<file path="src/rtl/ehgu_basic_pkg.sv">
`default_nettype none
// ============================================================================
// Module      : ehgu_basic_pkg
// Description : Small arithmetic helpers shared across the datapath.
// Revision    : 1.0 - initial release
// ============================================================================
package ehgu_basic_pkg;

    // Operands are 32 bits wide; callers zero-extend and cast the result back.
    function automatic logic [31:0] increment_modulo_unsigned(
        input logic [31:0] value,
        input logic [31:0] modulo
    );
        logic [31:0] w_inc;
        w_inc = value + 32'd1;
        return (w_inc >= modulo) ? 32'd0 : w_inc;
    endfunction

    function automatic logic [31:0] bin2gray(input logic [31:0] bin);
        return bin ^ (bin >> 1);
    endfunction

endpackage
`default_nettype wire

</file>
<file path="src/rtl/ehgu_config_pkg.sv">
`default_nettype none
// ============================================================================
// Module      : ehgu_config_pkg
// Description : Datapath-wide configuration constants.
// Revision    : 1.0 - initial release
// ============================================================================
package ehgu_config_pkg;

    localparam int DP_WIDTH = 8;

endpackage
`default_nettype wire

</file>
<file path="src/rtl/ehgu_fifo_pkg.sv">
`default_nettype none
// ============================================================================
// Module      : ehgu_fifo_pkg
// Description : Shared types and defaults for the modulo-depth FIFO.
// Revision    : 1.0 - initial release
// ============================================================================
package ehgu_fifo_pkg;

    import ehgu_config_pkg::*;

    localparam int DEPTH_DEFAULT = 12;
    localparam int FIFO_PTR_W    = DP_WIDTH;

    typedef logic [FIFO_PTR_W-1:0]                ptr_t;
    typedef logic [$clog2(DEPTH_DEFAULT+1)-1:0]   cnt_t;

endpackage
`default_nettype wire

</file>
<file path="src/rtl/ehgu_mod_ptr.sv">
`default_nettype none
// ============================================================================
// Module      : ehgu_mod_ptr
// Description : Pointer register that wraps from DEPTH-1 back to 0.
// Revision    : 1.0 - initial release
// ============================================================================
module ehgu_mod_ptr
    import ehgu_basic_pkg::*;
#(
    parameter int DEPTH = 12,
    parameter int PTR_W = 8
) (
    input  logic             clk,
    input  logic             rst_n,
    input  logic             en,
    input  logic             clr,
    output logic [PTR_W-1:0] ptr
);

    localparam logic [PTR_W:0] c_MODULO = (PTR_W+1)'(DEPTH);

    logic [PTR_W-1:0] r_ptr;

    always_ff @(posedge clk or negedge rst_n) begin
        if (!rst_n) begin
            r_ptr <= '0;
        end else if (clr) begin
            r_ptr <= '0;
        end else if (en) begin
            r_ptr <= PTR_W'(increment_modulo_unsigned(32'(r_ptr), 32'(c_MODULO)));
        end
    end

    assign ptr = r_ptr;

endmodule
`default_nettype wire

</file>
<file path="src/rtl/ehgu_mod_fifo.sv">
`default_nettype none
// ============================================================================
// Module      : ehgu_mod_fifo
// Description : Single-clock valid/ready FIFO with arbitrary (non power of
//               two) depth, occupancy output and Gray-coded write pointer.
// Revision    : 1.0 - initial release
// ============================================================================
module ehgu_mod_fifo
    import ehgu_config_pkg::*;
    import ehgu_basic_pkg::*;
    import ehgu_fifo_pkg::*;
#(
    parameter int DATA_WIDTH = DP_WIDTH,
    parameter int DEPTH      = DEPTH_DEFAULT,
    parameter int AF_LEVEL   = DEPTH - 2,
    parameter int PTR_W      = DP_WIDTH
) (
    input  logic                       clk,
    input  logic                       rst_n,
    input  logic                       flush,
    input  logic                       in_valid,
    output logic                       in_ready,
    input  logic [DATA_WIDTH-1:0]      in_data,
    output logic                       out_valid,
    input  logic                       out_ready,
    output logic [DATA_WIDTH-1:0]      out_data,
    output logic [$clog2(DEPTH+1)-1:0] count,
    output logic                       almost_full,
    output logic [PTR_W-1:0]           wr_ptr_gray
);

    localparam int                 c_CNT_W  = $clog2(DEPTH+1);
    localparam int                 c_IDX_W  = $clog2(DEPTH);
    localparam logic [c_CNT_W-1:0] c_FULL   = c_CNT_W'(DEPTH);
    localparam logic [c_CNT_W-1:0] c_ONE    = c_CNT_W'(1);
    localparam logic [PTR_W:0]     c_MODULO = (PTR_W+1)'(DEPTH);

    logic [DATA_WIDTH-1:0] r_mem [DEPTH];
    logic [PTR_W-1:0]      w_wr_ptr;
    logic [PTR_W-1:0]      w_rd_ptr;
    logic [c_IDX_W-1:0]    w_wr_idx;
    logic [c_IDX_W-1:0]    w_rd_idx;
    logic [c_CNT_W-1:0]    r_count;
    logic [PTR_W-1:0]      r_wr_gray;
    logic                  w_push;
    logic                  w_pop;

    // Flush swallows any handshake in its cycle.
    assign in_ready  = (r_count != c_FULL);
    assign out_valid = (r_count != '0);
    assign w_push    = in_valid & in_ready & ~flush;
    assign w_pop     = out_valid & out_ready & ~flush;

    ehgu_mod_ptr #(
        .DEPTH (DEPTH),
        .PTR_W (PTR_W)
    ) u_wr_ptr (
        .clk   (clk),
        .rst_n (rst_n),
        .en    (w_push),
        .clr   (flush),
        .ptr   (w_wr_ptr)
    );

    ehgu_mod_ptr #(
        .DEPTH (DEPTH),
        .PTR_W (PTR_W)
    ) u_rd_ptr (
        .clk   (clk),
        .rst_n (rst_n),
        .en    (w_pop),
        .clr   (flush),
        .ptr   (w_rd_ptr)
    );

    assign w_wr_idx = c_IDX_W'(w_wr_ptr);
    assign w_rd_idx = c_IDX_W'(w_rd_ptr);

    always_ff @(posedge clk) begin
        if (w_push) begin
            r_mem[w_wr_idx] <= in_data;
        end
    end

    always_ff @(posedge clk or negedge rst_n) begin
        if (!rst_n) begin
            r_count <= '0;
        end else if (flush) begin
            r_count <= '0;
        end else if (w_push && !w_pop) begin
            r_count <= r_count + c_ONE;
        end else if (w_pop && !w_push) begin
            r_count <= r_count - c_ONE;
        end
    end

    // Tracks the Gray code of the pointer value loaded on the same edge.
    always_ff @(posedge clk or negedge rst_n) begin
        if (!rst_n) begin
            r_wr_gray <= '0;
        end else if (flush) begin
            r_wr_gray <= '0;
        end else if (w_push) begin
            r_wr_gray <= PTR_W'(bin2gray(
                increment_modulo_unsigned(32'(w_wr_ptr), 32'(c_MODULO))));
        end
    end

    assign out_data    = out_valid ? r_mem[w_rd_idx] : '0;
    assign count       = r_count;
    assign almost_full = (int'(r_count) >= AF_LEVEL);
    assign wr_ptr_gray = r_wr_gray;

endmodule
`default_nettype wire
</file>
<file path="config.mk">
export PLATFORM = sky130hd
export DESIGN_NAME = ehgu_mod_fifo
export DESIGN_NICKNAME = d
export VERILOG_FILES = /design/src/rtl/ehgu_basic_pkg.sv /design/src/rtl/ehgu_config_pkg.sv /design/src/rtl/ehgu_fifo_pkg.sv /design/src/rtl/ehgu_mod_ptr.sv /design/src/rtl/ehgu_mod_fifo.sv
export SDC_FILE = /design/constraint.sdc
export NUM_CORES = 1
export LEC_CHECK = 0
export ABC_AREA = 1
export BUFFER_PORTS_ARGS = -buffer_cell sky130_fd_sc_hd__buf_2
export CORE_MARGIN = 2
export CORE_UTILIZATION = 60
export CTS_CLUSTER_SIZE = 12
export DETAILED_ROUTE_END_ITERATION = 7
export PLACE_DENSITY = 0.82
export RECOVER_POWER = 50
export SLEW_MARGIN = 15
export SYNTH_ARGS = -nofsm -noshare
export SYNTH_HDL_FRONTEND = slang
export SYNTH_SLANG_ARGS = --single-unit
export TNS_END_PERCENT = 100
</file>
<file path="constraint.sdc">
create_clock -name clk -period 2.1 [get_ports clk]
set_input_delay 0.42 -clock clk [delete_from_list [all_inputs] [get_ports clk]]
set_output_delay 0.42 -clock clk [all_outputs]
set_load 0.005 [all_outputs]
</file>
# Yosys cells after proc, flatten, opt, wreduce, memory -nomap -nowiden
# Memories as Yosys holds them, arrays and structs flattened.
# Cells that the tools add are included.
[word_totals] reg_bits=28 mem_bits_rw=96 input_bits=13 out_inout_bits=23 elab_cells=41 mem_count=1
[op_classes] add_sub_neg=4 order_cmp=3 eq_ne=1 n_mux=14 n_bitwise=6 n_reduce_logical=8
[memory_table] memory="r_mem" depth=12 width=8 read_ports=1 rd_ports_with_merged_regs=0 write_ports=1 line="ehgu_mod_fifo.sv:38" rtl="logic [DATA_WIDTH-1:0] r_mem [DEPTH];"
[ops] operator="two-way mux 8 bit" count=8
[ops] operator=">= comparator 32 x 4 -> 1 bit (second input constant)" count=1
[ops] operator="adder 8 x 1 -> 9 bit (second input constant)" count=2
[ops] operator="two-way mux 4 bit" count=3
[ops] operator=">= comparator 9 x 4 -> 1 bit (second input constant)" count=1
[ops] operator="two-way mux 9 bit" count=1
[ops] operator="XOR 8 bit" count=1
[ops] operator="adder 4 x 1 -> 4 bit (second input constant)" count=1
[ops] operator="AND 1 bit" count=4
[ops] operator=">= comparator 4 bit (second input constant)" count=1
[ops] operator="!= test 4 bit (second input constant)" count=1
[ops] operator="nonzero test 2 bit" count=2
[ops] operator="nonzero test 4 bit" count=1
[ops] operator="subtractor 4 x 1 -> 4 bit (second input constant)" count=1
[ops] operator="nonzero test 3 bit" count=1
[ops] operator="logical AND 1 bit" count=2
[ops] operator="zero test 1 bit" count=2
[ops] operator="two-way mux 1 bit" count=2
[ops] operator="NOT 1 bit" count=1

# Logic depth before layout (Yosys ltp)
# Gate-level depths: netlist (run 1).
[logic_depth] depth_word=8 ltp_mapped=16 ltp_nobuf=16

# Modules after synthesis
# Synthesis (run 1) repeated with hierarchy kept, for this count alone.
[unflattened] cells_unflattened=552 area_unflattened_um2=5731.7
[modules_own_cells] module="ehgu_mod_fifo" instances=1 cells_each=444 area_each_um2=4898.4 seq_area_each_um2=3183.1
[modules_own_cells] module="ehgu_mod_ptr" instances=2 cells_each=54 area_each_um2=416.6 seq_area_each_um2=200.2

# Worst setup path after synthesis (run 1)
# No wires, ideal clock.
[synth_path] path_kind="register to register" from="register r_count[3] (netlist: count[3])" to="memory r_mem[0][0] (netlist name), enable pin" setup_ps=383 arrival_ps=1551 path_slack_ps=166 path_stages_with_launch=7 path_buffers=1 synth_period_minus_slack_ps=1934 path_cell_list="dfrtp_1 -> nand2_1 -> clkinv_1 -> nand2_2 -> nand3_4 -> buf_2 -> nor3_1"
[synth_between] elab_chain_len=5
[synth_rtl] item="start: declaration" line="ehgu_mod_fifo.sv:43" rtl="logic [c_CNT_W-1:0] r_count;"
[synth_rtl] item="start signal: assignment" line="ehgu_mod_fifo.sv:91" rtl="r_count <= r_count + c_ONE;"
[synth_rtl] item="start signal: assignment" line="ehgu_mod_fifo.sv:93" rtl="r_count <= r_count - c_ONE;"
[synth_rtl] item="!= test 4 bit" line="ehgu_mod_fifo.sv:49" rtl="assign in_ready = (r_count != c_FULL);"
[synth_rtl] item="net in_ready" line="ehgu_mod_fifo.sv:22" rtl="output logic in_ready,"
[synth_rtl] item="AND 1 bit (2 in a row)" line="ehgu_mod_fifo.sv:51" rtl="assign w_push = in_valid & in_ready & ~flush;"
[synth_rtl] item="two-way mux 1 bit" line="ehgu_mod_fifo.sv:80" rtl="if (w_push) begin"
[synth_rtl] item="two-way mux 1 bit (implied by the code)" line="ehgu_mod_fifo.sv:81" rtl="r_mem[w_wr_idx] <= in_data;"
[synth_rtl] item="end: declaration" line="ehgu_mod_fifo.sv:38"
# The timed path passes the listed nets, and every way through them passes these cells.

# Worst setup path after layout (run 1)
[layout_path] from="register u_rd_ptr.r_ptr[0] (netlist: u_rd_ptr.ptr[0])" to="output port out_data[7]"
[layout_between] elab_chain_len=2
[layout_rtl] item="start: declaration" line="ehgu_mod_ptr.sv:22" rtl="logic [PTR_W-1:0] r_ptr;"
[layout_rtl] item="start signal: assignment" line="ehgu_mod_ptr.sv:30" rtl="r_ptr <= PTR_W'(increment_modulo_unsigned(32'(r_ptr), 32'(c_MODULO)));"
[layout_rtl] item="memory (12 x 8 bit)"
[layout_rtl] item="two-way mux 8 bit" line="ehgu_mod_fifo.sv:109" rtl="assign out_data = out_valid ? r_mem[w_rd_idx] : '0;"
[layout_rtl] item="end: declaration" line="ehgu_mod_fifo.sv:26" rtl="output logic [DATA_WIDTH-1:0] out_data,"
# Every way passes these cells.

==> results of run 1 <==
flip-flops by register name, indices dropped and copies added (netlist names):
register      flops
u_wr_ptr.ptr      8
r_mem            96
wr_ptr_gray       8
u_rd_ptr.ptr      8
count             4
metrics by stage:
stage	area, sq um	setup TNS (ns)	cells	total power, W	hold slack [ns]
5_1_grt	6770	-3.33	716	0.00799	0.240
6_report	6770	-2.22	716	0.00766	0.224
3_5_place_dp	5970	0	677	0.00449	0.462
3_3_place_gp	5970	0	677	0.00443	0.462
2_1_floorplan	5560	0	525	0.00394	0.124
4_1_cts	6660	-1.78	712	0.00739	0.210
cell families (layout without fill, tap and decap cells):
group	count (synthesis)	count (layout)	synth area share (%)
AND/OR/NAND/NOR	263	263	21.1
flip-flops	124	124	64.5
buffers and inverters	68	148	5.34
AO/OA/AOI/OAI	56	56	5.92
adder cells (fa/ha/maj)	9	9	2.16
XOR/XNOR	5	5	0.924
worst reg2reg max path, cell delays in order (launching register included):
cell and delay, ns:
dfrtp_1 0.44, nor2_1 0.20, nand2_1 0.18, nand3_4 0.16, inv_6 0.04, nand2_4 0.11, ha_4 0.24, a21oi_4 0.16
nand3_1 0.09, nand2_1 0.10, inv_1 0.06, nand2_1 0.06, nand2_1 0.06, nand2_1 0.05, nand2_1 0.06
layout by cell type (no fill, tap or decap), types with 3 or more instances in the layout:
cell       instances
dfrtp_2            6
o221ai_2           3
nand3_2            5
nand3_1           41
dfrtp_1           22
ha_1               6
a21oi_2           15
clkbuf_1          13
nor3_1            13
nand2_1          141
nand2_2           11
inv_1             39
nor2_2             7
bufinv_16          3
a21oi_1           18
clkbuf_16         16
o21ai_0            6
buf_2             26
nand4_1            8
nor2_1            29
edfxtp_1          96
o221ai_1           5
nand2_4            4
buf_12             3
clkinv_2           4
inv_2              8
o21ai_1            5
buf_4             26
report_power, final:
| part | leakage (nW) | switching, W | total (W) | internal, W |
|---|---|---|---|---|
| logic | 1.30 | 0.00120 | 0.00200 | 0.000795 |
| registers | 1.24 | 0.000118 | 0.00286 | 0.00274 |
| clock network | 0.277 | 0.000978 | 0.00280 | 0.00182 |
| total | 2.82 | 0.00230 | 0.00766 | 0.00536 |
cell type report:
cell class	count	area, sq um
sequential	124	3590
clock buffer	23	447
clock inverter	9	121
fill	546	2340
timing repair buffer	66	445
inverter	50	200
tap	111	139
multi-input combinational	333	1830
routing by layer:
metal  part of all wire [%]  global-route usage, %  wire length [um]  vias up
li1                       -                      -                 -     1917
met1                     37                   35.6              5070     1994
met2                     52                   43.3              7120      236
met3                    7.3                   6.69              1010       67
met4                    4.5                   15.9               622        0
met5                      0                      0                 0        -
worst max-delay path by stage:
stage	start	endpoint	slack (ns)	cells after the start
floorplan	count[3]	r_mem[0][0]	0.17	6
detailed placement	flush	count[3]	0.05	14
finish	u_rd_ptr.ptr[0]	out_data[7]	-0.48	8
global placement	u_rd_ptr.ptr[1]	out_data[7]	0.13	7
global route	u_rd_ptr.ptr[0]	out_data[7]	-0.50	8
CTS	u_rd_ptr.ptr[0]	out_data[0]	-0.24	8
cells in the mapped netlist:
cell	n
ha_1	8
a21oi_4	1
o21ai_0	9
and2_1	1
nor3_1	13
o221ai_1	8
buf_1	1
nor2_2	5
dfrtp_1	28
nor2_1	31
xor2_2	1
clkbuf_1	1
a21oi_1	34
nand3_1	44
xor2_1	2
buf_2	11
nand2_4	3
nand4_1	8
edfxtp_1	96
xnor2_1	2
fa_1	1
nand2_1	147
nand3_2	2
inv_4	2
nand2_2	6
nand3_4	2
nor3b_1	1
clkinv_1	1
buf_4	4
inv_1	39
buf_6	1
o21ai_1	2
o21ai_2	2
inv_2	8
what timing repair did:
item	CTS	global route
setup buffers	2	4
endpoints found under the hold margin	28	0
pin swaps	1	6
hold buffers	1	0
gates cloned	0	0
setup endpoints to repair	8	9
resized for setup	32	22
==> results_dict.tcl, run 1 <==
set metrics [dict create \
    status "finished with violations" \
    violations "setup timing" \
    synth_top_cell_area_share_pct 51.9 \
    drc 0 \
    arrival_ns 2.16 \
    hold_path_startpoint "flush" \
    synth_cell_types 34 \
    initial_core_util_pct 61.0 \
    io_pins 36 \
    syn-mean-instance-area_sq_um 10.6 \
    r2r_slack_ns -0.02 \
    postSynthCellCount 525 \
    cts_max_level 4 \
    routabilityCongestion 0.811 \
    antenna-diode-count 0 \
    post-route-util_pct 74.3 \
    whs_endpoint "u_rd_ptr.ptr[2]" \
    setup_viol 9 \
    synth_seq_cells 124 \
    hold_path.class "input port to flip-flop" \
    peakVddDrop_mv 0.605 \
    fmax_mhz 388 \
    clockBufferDepth 2 \
    path_delay_family "simple AND/OR/NAND/NOR gates" \
    crit_chain "buf_12, nand2_1, nand3_1, o221ai_2, nand2_1, nand2_1, nor2_2, buf_2" \
    hold_viol 0 \
    clkTransAtPathRegs_ns 0.06 \
    dpl_worst_slack_ns 0.0470 \
    die_width_um 100 \
    core_region_area_sq_mm 0.00911 \
    critPathSlowestCell "dfrtp_2" \
    cts_buffers 17 \
    drt_iter0_markers 302 \
    slew_headroom_pct 51.2 \
    insertion_delay_ns 0.52 \
    cp-end-kind "primary output" \
    dr.pass1.iters 5 \
    synth_area_leaders "edfxtp_1 52%, dfrtp_1 13%, nand2_1 9.9%" \
    setup_slack_ns -0.477 \
    cts_tree "done" \
    yosys_warnings 0 \
    slew_violations 0 \
    portBuffers 35 \
    fin_skew_ns 0.0108 \
    synth_area_sq_mm 0.00556 \
    place.detailed.hpwl_mm 8.04 \
    synth_top_cell_by_area "edfxtp_1" \
    grt_pass1_vias 4131 \
    die_y_um 100 \
    crit_path_max_fanout 25 \
    drv_cap 0 \
    vias_per_cell 5.89 \
    path_common_cell "nand2_1" \
    drtAntennaViolNets 0 \
    p_per_area_mw_per_mm2 1130 \
    die_area_sq_mm 0.0100 \
    antenna_found_initial 0 \
    grt_usage_pct 27.7 \
    rsz0062_at_grt "true" \
    power_leakage_nw 2.82 \
    cpPeakStageDelay_ns 0.50 \
    routed_wl_mm 13.8 \
    grt_start_max_net_pins 29 \
    worstPathRequired_ns 1.68 \
    start_kind "flip-flop" \
    synth_fp_nets 547 \
    crit_buf_inv 2 \
    rows 35 \
    r2r-end "count[3]" \
    whs_path_depth 4 \
    overflow 0 \
    area_growth_pct 21.9 \
    grt_pass1_wl_mm 20.7 \
    via_count 4214 \
    tightestPinTransition_ns 0.732 \
    ys_seq_area_share_pct 64.5 \
    cts.sinks 124 \
    cts.root.buffer_cell "clkbuf_8" \
    fin_nets 614 \
    critPathKind "flip-flop to primary output" \
    rr_worst_depth 14 \
    fin_crit_sh_pct 123 \
    routedWlPerCell_um 19.3 \
    r2r-start "count[1]" \
    min_period_ns 2.58 \
    drive_gt1_share_pct 25.3 \
]
No activity file was read; power rests on OpenSTA's default activity.
==> run 2: changes to the inputs <==
--- a/config.mk
+++ b/config.mk
@@ -8,10 +8,11 @@
 export ABC_AREA = 1
 export BUFFER_PORTS_ARGS = -buffer_cell sky130_fd_sc_hd__buf_2
 export CORE_MARGIN = 2
-export CORE_UTILIZATION = 60
+export CORE_UTILIZATION = 31
+export CTS_BUF_LIST = sky130_fd_sc_hd__clkbuf_4 sky130_fd_sc_hd__clkbuf_8 sky130_fd_sc_hd__clkbuf_16
 export CTS_CLUSTER_SIZE = 12
 export DETAILED_ROUTE_END_ITERATION = 7
-export PLACE_DENSITY = 0.82
+export PLACE_DENSITY = 0.49
 export RECOVER_POWER = 50
 export SLEW_MARGIN = 15
 export SYNTH_ARGS = -nofsm -noshare
==> constraint.sdc (replaced) <==
create_clock -name clk -period 2.1 [get_ports clk]
set_input_delay 0.105 -clock clk [delete_from_list [all_inputs] [get_ports clk]]
set_output_delay 0.105 -clock clk [all_outputs]
set_load 0.005 [all_outputs]
==> run 2 against run 1 <==
  * The flow finishes with violations (capacitance limit, slew limit)
  * Non-clock buffer count increased by 4
  * Worst hold slack got worse by 0.12 ns
  * Setup slack better by 0.57 ns
  * Flip-flop and latch count did not move
  * Cell area rose by 1.6%
  * First-iteration DRC count shrank 17%
  * Cell count rose by 16%
  * Largest cell class unchanged
==> results_dict.tcl, run 2 (same netlist as run 1, synthesis figures left out) <==
set metrics [dict create \
    internal-power_w 0.00559 \
    cpPeakStageDelay_ns 0.43 \
    path_common_cell "nand2_1" \
    slew_headroom_pct -2.51 \
    insertion_delay_ns 0.42 \
    routedWlPerCell_um 15.2 \
    switchingPower_w 0.00227 \
    core_region_area_sq_mm 0.0174 \
    setup_tns_ns 0 \
    cts.root.buffer_cell "clkbuf_16" \
    clkTransAtPathRegs_ns 0.05 \
    clockBufferDepth 2 \
    grt_pass1_wl_mm 20.6 \
    crit_path_max_fanout 24 \
    regArea_sq_mm 0.00359 \
    portBuffers 35 \
    path_delay_family "simple AND/OR/NAND/NOR gates" \
    final_cell_area_sq_mm 0.00688 \
    routed_wl_mm 12.7 \
    rr_worst_depth 16 \
    min_period_ns 2.01 \
    layout_commonest_cell "nand2_1" \
    crit_buf_inv 3 \
    rows 48 \
    critPathKind "flip-flop to primary output" \
    arrival_ns 1.90 \
    status "finished with violations" \
    peakVddDrop_mv 0.605 \
    power_leakage_nw 2.80 \
    die_area_sq_mm 0.0190 \
    start_kind "flip-flop" \
    drt_iter0_markers 250 \
    critPathSlowestCell "dfrtp_2" \
    place_area_sq_mm 0.00610 \
    setup_slack_ns 0.0905 \
    hold_path.class "input port to flip-flop" \
    vias_per_cell 4.70 \
    antenna-diode-count 0 \
    whs_path_depth 4 \
    overflow 0 \
    place.detailed.hpwl_mm 8.56 \
    mostFrequentLayoutCells "144 x nand2_1, 96 x edfxtp_1, 44 x nand3_1" \
    cp-end-kind "primary output" \
    violations "capacitance limit, slew limit" \
    drive_gt1_share_pct 20.5 \
    drtAntennaViolNets 0 \
    via_count 3922 \
    cts_buffers 17 \
    largest-register "r_mem" \
    area_growth_pct 23.8 \
    initial_core_util_pct 31.9 \
    cts_tree "done" \
    cts_max_level 4 \
    die_width_um 138 \
    cts.sinks 124 \
    p_per_area_mw_per_mm2 1140 \
    post-route-util_pct 39.5 \
    tightestPinTransition_ns 1.54 \
    drc 0 \
    dr.pass1.iters 4 \
    grt_usage_pct 14.6 \
    pwr-share-clk_pct 40.5 \
    slew_violations 29 \
    multi_input_comb_area_sq_mm 0.00171 \
    fmax_mhz 498 \
    fin_nets 618 \
    crit_chain "inv_1, buf_4, nand3_1, o221ai_1, nand2_1, nand2_1, nor2_1, buf_2" \
    power_frac_comb_pct 23.6 \
    hold_viol 0 \
    grt_start_max_net_pins 38 \
    crit_cells 8 \
    grt_pass1_vias 3909 \
    io_pins 36 \
    switching_share_pct 28.9 \
    dpl_worst_slack_ns 0.0180 \
    antenna_found_initial 0 \
    n_fill_cell 1734 \
    drv_cap 1 \
    fin_crit_sh_pct 95.7 \
    worstPathRequired_ns 2.00 \
    pwr-share-seq_pct 36.0 \
    largest_reg_flops 96 \
    die_y_um 138 \
    setup_viol 0 \
    hold_slack_ns 0.105 \
    fin_skew_ns 0.00842 \
    routabilityCongestion 0.791 \
]
-- run 2: cell types whose count changed in the layout (fill, tap and decap cells not counted), sizes merged --
cell	change
clkbuf	-1
clkinvlp	+1
inv	+1
buf	-2
bufinv	+2
clkinv	+2
dlygate4sd3	+1
-- run 2: cell type report --
type | count | share of cell area, %
Clock buffer | 17 | 6.19
Clock inverter | 15 | 3.20
Inverter | 50 | 2.84
Multi-Input combinational cell | 333 | 24.8
Sequential cell | 124 | 52.2
Tap cell | 225 | 4.09
Timing Repair Buffer | 70 | 6.64
-- run 2: through the flow --
step	std cells	power [W]
after global routing	834	0.00830
after CTS	829	0.00780
after global placement	791	0.00453
after detailed placement	791	0.00456
after floorplan	525	0.00394
final	834	0.00786
-- run 2: power groups by stage --
stage	Sequential [W]	Combinational, W	Clock (W)
4_1_cts	0.00282	0.00175	0.00323
6_report	0.00283	0.00185	0.00318
3_3_place_gp	0.00286	0.00167	0
5_1_grt	0.00284	0.00210	0.00335
3_5_place_dp	0.00286	0.00169	0
2_1_floorplan	0.00286	0.00108	0
-- run 2: final timing paths --
check / start / end / slack (ns)
setup / recovery: u_rd_ptr.ptr[1] / out_data[4] / 0.09
max in group asynchronous: rst_n / count[3] / 0.49
hold / removal: out_ready / u_rd_ptr.ptr[4] / 0.11
min in group asynchronous: rst_n / count[2] / 0.59
hold reg to reg: wr_ptr_gray[0] / wr_ptr_gray[0] / 0.48
setup reg to reg: count[2] / count[3] / 0.21
-- run 2: repair_timing --
item | 4_1_cts | 5_1_grt
setup buffers | 4 | 5
resized for setup | 4 | 13
pin swaps | 0 | 2
hold buffers | 2 | 0
endpoints found under the hold margin | 29 | 0
setup endpoints to repair | 6 | 8
-- run 2: routing by layer --
layer,vias to the layer above,wire (um),track usage (%)
met5,-,0,0
met4,0,192,5.27
met3,19,583,4.17
met2,76,6010,23.3
met1,1903,5930,18.9
li1,1924,-,-
-- run 2: worst register-to-register path, cell delays in order (launching register included) --
cell	delay [ns]
dfrtp_2	0.44
nand2_2	0.09
clkinv_1	0.07
nand2_2	0.09
nand3_4	0.09
inv_6	0.07
nand2_4	0.08
ha_4	0.30
nand3_1	0.10
nand2_1	0.08
nand2_1	0.04
nand2_1	0.07
inv_1	0.04
nand2_1	0.05
nand2_1	0.05
nand2_1	0.06
nand2_1	0.05
